File: src/rtl/predictor_update_ctrl_pkg.sv
// Shared definitions for the branch-predictor update controller: bus/queue sizing,
// the arbitration priority type and the per-requester slot-grant rule.
package predictor_update_ctrl_pkg;

  localparam int ADDRESS_BUS_W   = 32;
  localparam int BPU_QUEUE_DEPTH = 4;

  typedef enum logic {
    PRIO_A = 1'b0,
    PRIO_B = 1'b1
  } prio_e;

  // A requester may take a slot when two are free, or when only one is free and
  // it either has no competitor this cycle or currently holds priority.
  function automatic logic slot_grant(input logic free_ge2,
                                      input logic free_eq1,
                                      input logic other_valid,
                                      input logic has_prio);
    return free_ge2 | (free_eq1 & (~other_valid | has_prio));
  endfunction

endpackage

File: src/rtl/predictor_update_ctrl_bpu_update_fifo.sv
// Two-write / one-read circular FIFO with a registered occupancy count.
// Storage is intentionally left unreset; only pointers and count are cleared.
module bpu_update_fifo #(
  parameter int W     = 65,
  parameter int DEPTH = 4
) (
  input  logic                     clk_in,
  input  logic                     rst_in,
  input  logic                     clear_in,
  input  logic                     push0_en,
  input  logic [W-1:0]             push0_data,
  input  logic                     push1_en,
  input  logic [W-1:0]             push1_data,
  input  logic                     pop_en,
  output logic [W-1:0]             head_data,
  output logic [$clog2(DEPTH):0]   count_out
);

  localparam int PW = $clog2(DEPTH);
  localparam int CW = PW + 1;

  logic [W-1:0]  mem [DEPTH];
  logic [PW-1:0] wr_ptr;
  logic [PW-1:0] rd_ptr;
  logic [PW-1:0] wr_ptr_next1;
  logic [CW-1:0] count;

  // push1 only ever fires together with push0, so it lands in the slot after it
  assign wr_ptr_next1 = wr_ptr + 1'b1;
  assign head_data    = mem[rd_ptr];
  assign count_out    = count;

  always_ff @(posedge clk_in) begin
    if (push0_en) mem[wr_ptr] <= push0_data;
    if (push1_en) mem[wr_ptr_next1] <= push1_data;
  end

  always_ff @(posedge clk_in or negedge rst_in) begin
    if (!rst_in) begin
      wr_ptr <= '0;
      rd_ptr <= '0;
      count  <= '0;
    end else if (clear_in) begin
      wr_ptr <= '0;
      rd_ptr <= '0;
      count  <= '0;
    end else begin
      wr_ptr <= wr_ptr + PW'(push0_en) + PW'(push1_en);
      rd_ptr <= rd_ptr + PW'(pop_en);
      count  <= count + CW'(push0_en) + CW'(push1_en) - CW'(pop_en);
    end
  end

endmodule

File: src/rtl/predictor_update_ctrl.sv
// Arbitrates branch (A) and jump (B) resolution updates into a small FIFO and
// drains them to the predictor write port, keeping wrapping statistics counters.
module predictor_update_ctrl
  import predictor_update_ctrl_pkg::*;
#(
  parameter int ADDR_W = ADDRESS_BUS_W,
  parameter int DEPTH  = BPU_QUEUE_DEPTH
) (
  input  logic                   clk_in,
  input  logic                   rst_in,
  input  logic                   rdy_in,
  input  logic                   clear_in,
  input  logic                   a_valid_in,
  input  logic [ADDR_W-1:0]      a_pc_in,
  input  logic [ADDR_W-1:0]      a_target_in,
  input  logic                   a_taken_in,
  output logic                   a_ready_out,
  input  logic                   b_valid_in,
  input  logic [ADDR_W-1:0]      b_pc_in,
  input  logic [ADDR_W-1:0]      b_target_in,
  input  logic                   b_taken_in,
  output logic                   b_ready_out,
  output logic                   wr_en_out,
  output logic [ADDR_W-1:0]      wr_pc_out,
  output logic [ADDR_W-1:0]      wr_target_out,
  output logic                   wr_taken_out,
  output logic [$clog2(DEPTH):0] count_out,
  output logic [31:0]            upd_cnt_out,
  output logic [31:0]            taken_cnt_out
);

  localparam int CW = $clog2(DEPTH) + 1;
  localparam int EW = 2 * ADDR_W + 1;
  localparam logic [CW-1:0] DEPTH_CNT = CW'(DEPTH);

  prio_e         prio;
  logic [CW-1:0] count;
  logic [CW-1:0] free;
  logic          free_ge2;
  logic          free_eq1;
  logic          a_acc;
  logic          b_acc;
  logic          pop;
  logic          push0_en;
  logic          push1_en;
  logic [EW-1:0] a_entry;
  logic [EW-1:0] b_entry;
  logic [EW-1:0] push0_data;
  logic [EW-1:0] head;

  // Free space comes from the registered count only, so a same-cycle pop never
  // opens a slot early.
  assign free     = DEPTH_CNT - count;
  assign free_ge2 = (free >= CW'(2));
  assign free_eq1 = (free == CW'(1));

  assign a_ready_out = rdy_in & ~clear_in &
                       slot_grant(free_ge2, free_eq1, b_valid_in, prio == PRIO_A);
  assign b_ready_out = rdy_in & ~clear_in &
                       slot_grant(free_ge2, free_eq1, a_valid_in, prio == PRIO_B);

  assign a_acc = a_valid_in & a_ready_out;
  assign b_acc = b_valid_in & b_ready_out;
  assign pop   = rdy_in & ~clear_in & (count != '0);

  assign a_entry = {a_pc_in, a_target_in, a_taken_in};
  assign b_entry = {b_pc_in, b_target_in, b_taken_in};

  // When both are accepted A occupies the first slot and B the one behind it.
  assign push0_en   = a_acc | b_acc;
  assign push0_data = a_acc ? a_entry : b_entry;
  assign push1_en   = a_acc & b_acc;

  assign count_out = count;

  bpu_update_fifo #(
    .W     (EW),
    .DEPTH (DEPTH)
  ) u_fifo (
    .clk_in     (clk_in),
    .rst_in     (rst_in),
    .clear_in   (clear_in),
    .push0_en   (push0_en),
    .push0_data (push0_data),
    .push1_en   (push1_en),
    .push1_data (b_entry),
    .pop_en     (pop),
    .head_data  (head),
    .count_out  (count)
  );

  // Output register, priority bit and statistics all freeze while rdy_in is low;
  // a flush still drops the pending write and resets priority.
  always_ff @(posedge clk_in or negedge rst_in) begin
    if (!rst_in) begin
      wr_en_out     <= 1'b0;
      wr_pc_out     <= '0;
      wr_target_out <= '0;
      wr_taken_out  <= 1'b0;
      prio          <= PRIO_A;
      upd_cnt_out   <= '0;
      taken_cnt_out <= '0;
    end else if (clear_in) begin
      wr_en_out <= 1'b0;
      prio      <= PRIO_A;
    end else if (rdy_in) begin
      wr_en_out <= pop;
      if (pop) begin
        {wr_pc_out, wr_target_out, wr_taken_out} <= head;
        upd_cnt_out   <= upd_cnt_out + 32'd1;
        taken_cnt_out <= taken_cnt_out + 32'(head[0]);
      end
      if (a_valid_in & b_valid_in & free_eq1)
        prio <= (prio == PRIO_A) ? PRIO_B : PRIO_A;
    end
  end

endmodule

File: config.mk
export PLATFORM = sky130hd
export DESIGN_NAME = predictor_update_ctrl
export DESIGN_NICKNAME = d
export VERILOG_FILES = /design/src/rtl/predictor_update_ctrl_pkg.sv /design/src/rtl/predictor_update_ctrl_bpu_update_fifo.sv /design/src/rtl/predictor_update_ctrl.sv
export SDC_FILE = /design/constraint.sdc
export NUM_CORES = 1
export LEC_CHECK = 0
export ABC_CLOCK_PERIOD_IN_PS = 15000
export BUFFER_PORTS_ARGS = -buffer_cell sky130_fd_sc_hd__buf_2
export CORE_UTILIZATION = 38
export DETAILED_ROUTE_END_ITERATION = 8
export PLACE_DENSITY_LB_ADDON = 0.05
export REMOVE_ABC_BUFFERS = 1
export SLEW_MARGIN = 40
export SYNTH_ARGS = -nofsm -noshare
export SYNTH_HDL_FRONTEND = slang
export SYNTH_SLANG_ARGS = --single-unit
File: constraint.sdc
create_clock -name clk_in -period 15 [get_ports clk_in]
set_input_delay 1.5 -clock clk_in [delete_from_list [all_inputs] [get_ports clk_in]]
set_output_delay 1.5 -clock clk_in [all_outputs]
set_load 0.05 [all_outputs]
==> results.toml <==
[outcome]
status = "complete, no violations"

[yosys]
syn_area_mm2 = 0.0184
synthCells = 1236
synth_top_area_frac = 0.424
yosysTopAreaCell = "edfxtp_1"
yosysSeqAreaShare = 0.611
synth_area_leaders = "edfxtp_1, dfrtp_1, mux2_2"
ys_types = 40
synth_flop_cell = "edfxtp_1"
ys_seq_elements = 398
async_flop_share = 0.347
syn_avg_cell_area_um2 = 14.9
synth-edff-count = 260
yosysWarnings = 0

[clock_tree]
cts.clk_slew.worst_paths_ns = 0.06
ctsLongestPathBuffers = 3
post_cts_buffers = 0
root_buffer = "clkbuf_16"
htree_levels = 2
ctsHoldBuffers = 0
cts-resized-gates = 0
cts.sink_count = 398
clock_latency_ns = 0.58
cts_tree = "built"
cts_buffers = 46

[power_and_ir_drop]
finalPower_mw = 3.66
p_per_area_mw_per_mm2 = 165
leakagePower_nw = 8.87
ir_worst_vdd_mv = 0.117

[setup_path]
endpoint_kind = "output pin"
critPathMostFrequentCell = "ha_1"
critPathBufInv = 2
cp_slowest_stage_delay_ns = 0.66
crit_type = "reg -> out"
worstPathArrival_ns = 3.09
cpLargestDelayFamily = "compound AO/OA/AOI/OAI gates"
crit_path_start_kind = "flip-flop"
path_max_fanout = 6
cp_slowest_cell = "a21oi_1"
worstPathRequired_ns = 13.50
path_cells = "inv_1 -> ha_1 -> ha_1 -> or3b_2 -> a21oi_1 -> nor2_1 -> buf_2"

[sta]
period_share = 0.306
tightest_slew_ns = 0.849
fin_setup_tns_ns = 0
final.min_clock_period_ns = 4.59
slew-limit-headroom = 0.430
max_freq_ghz = 0.218
final_hold_viol_count = 0
slew_violations = 0
fin_worst_skew_ns = 0.0127
setup_viol = 0
setup_ws_ns = 10.41
rsz0062_at_grt = "no"

[place]
dp_slack_ns = 10.68
placed_cells = 2079
routabilityCongestion = 0.758
placed_cell_area_mm2 = 0.0206
hpwlAfterDp_um = 29200
io_buffer_count = 270

[die]
dieWidth_um = 222
die_h_um = 222
core_region_area_mm2 = 0.0477
die-area_mm2 = 0.0494
rows = 80
io-pin-count = 271
start_util = 0.386

[cells_and_area]
final_cell_mix = "buf_2, mux2_2, edfxtp_1"
nets = 1661
final_common_cell = "buf_2"
layout-drive-gt1-share = 0.453
fillCellCount = 4331
area_delta_synth_final_pct = 20.4
fin_area_mm2 = 0.0222
final_cells = 2171

[routing]
vias_per_cell = 5.17
postRouteWirelength_um = 47900
firstDrtPassIters = 5
via_count = 11223
drt-wirelength-per-cell_um = 22.0
ant_nets = 0
first_iter_violations = 609
drc = 0

[global_route]
grt-ovfl-total = 0
grt_max_degree = 89
grt_pass1_wl_um = 73800
antenna_found_initial = 14
grt_pass1_vias = 11984
grt_use_total = 0.197

[flow_run]
cap_violations = 0

[worst_hold_path]
hp-class = "reg -> reg"
==> synthesized netlist by cell type (all sizes together) (20+ instances only) <==
cell,count
xor2,24
xnor2,42
buf,38
mux4,65
mux2,260
clkbuf,24
nand3,22
nand2,226
edfxtp,260
dfrtp,138
nor2,20
nand4,25
==> per-stage QoR <==
stage | utilization | hold WS, ns
3_5_place_dp | 0.431 | 0.457
5_1_grt | 0.464 | 0.475
6_report | 0.464 | 0.465
2_1_floorplan | - | 0.513
4_1_cts | 0.463 | 0.471
3_3_place_gp | 0.429 | 0.452
==> power breakdown <==
part           switching, mW  internal [mW]  leakage [nW]  total [mW]
logic                  0.707          0.340          3.97        1.05
clock network          0.462          0.692         0.755        1.15
registers             0.0972           1.37          4.14        1.46
==> flip-flops by register name, indices dropped and copies added (netlist names) <==
register          flops
u_fifo.count_out      3
wr_taken_out          1
wr_pc_out            32
taken_cnt_out        32
u_fifo.mem          260
u_fifo.wr_ptr         2
wr_target_out        32
upd_cnt_out          32
wr_en_out             1
u_fifo.rd_ptr         2
prio                  1
==> worst reg2reg max path, cell delays in order, from the launching register on <==
cell and delay, ns:
dfrtp_1 0.48, inv_1 0.08, ha_1 0.18, ha_1 0.28, or3b_2 0.50, a21oi_1 0.66, o31a_4 0.59, buf_4 0.67
mux2_2 0.44
==> cells by family (layout without fill, tap and decap cells) <==
group	Yosys count	count (layout)	share of synthesized area
muxes	329	329	0.241
buffers and inverters	75	390	0.0184
DFF	398	398	0.611
and+or+nand+nor	348	348	0.0855
adders and majority gates	12	12	0.00937
xor gates and xnor gates	66	66	0.0314
other	0	5	0
AOI/OAI and AO/OA	8	8	0.00340
==> layer usage <==
layer,global-route usage,up-vias,wire [µm]
li1,-,5190,-
met4,0.0533,18,907
met3,0.0439,75,2510
met1,0.259,5695,20900
met2,0.329,245,23400
met5,0,-,103
==> final timing paths <==
check,start,endpoint,slack (ns),cells past startpoint
hold / removal,upd_cnt_out[31],upd_cnt_out[31],0.47,1
setup reg to reg,u_fifo.count_out[1],u_fifo.mem[1][42],10.88,8
setup / recovery,u_fifo.count_out[1],b_ready_out,10.41,7
max in group asynchronous,rst_in,wr_pc_out[23],13.14,2
hold reg to reg,upd_cnt_out[31],upd_cnt_out[31],0.47,1
min in group asynchronous,rst_in,taken_cnt_out[20],0.80,1
==> layout make-up <==
| class | instances | area [µm²] | area share |
|---|---|---|---|
| Timing Repair Buffer | 291 | 1590 | 0.0719 |
| Multi-Input combinational cell | 763 | 6930 | 0.313 |
| Antenna cell | 5 | 12.5 | 0.000564 |
| Inverter | 13 | 50.0 | 0.00226 |
| Clock inverter | 30 | 309 | 0.0139 |
| Sequential cell | 398 | 11300 | 0.508 |
| Clock buffer | 56 | 1240 | 0.0559 |
| Tap cell | 615 | 769 | 0.0347 |
(Power assumes the default switching activity.)
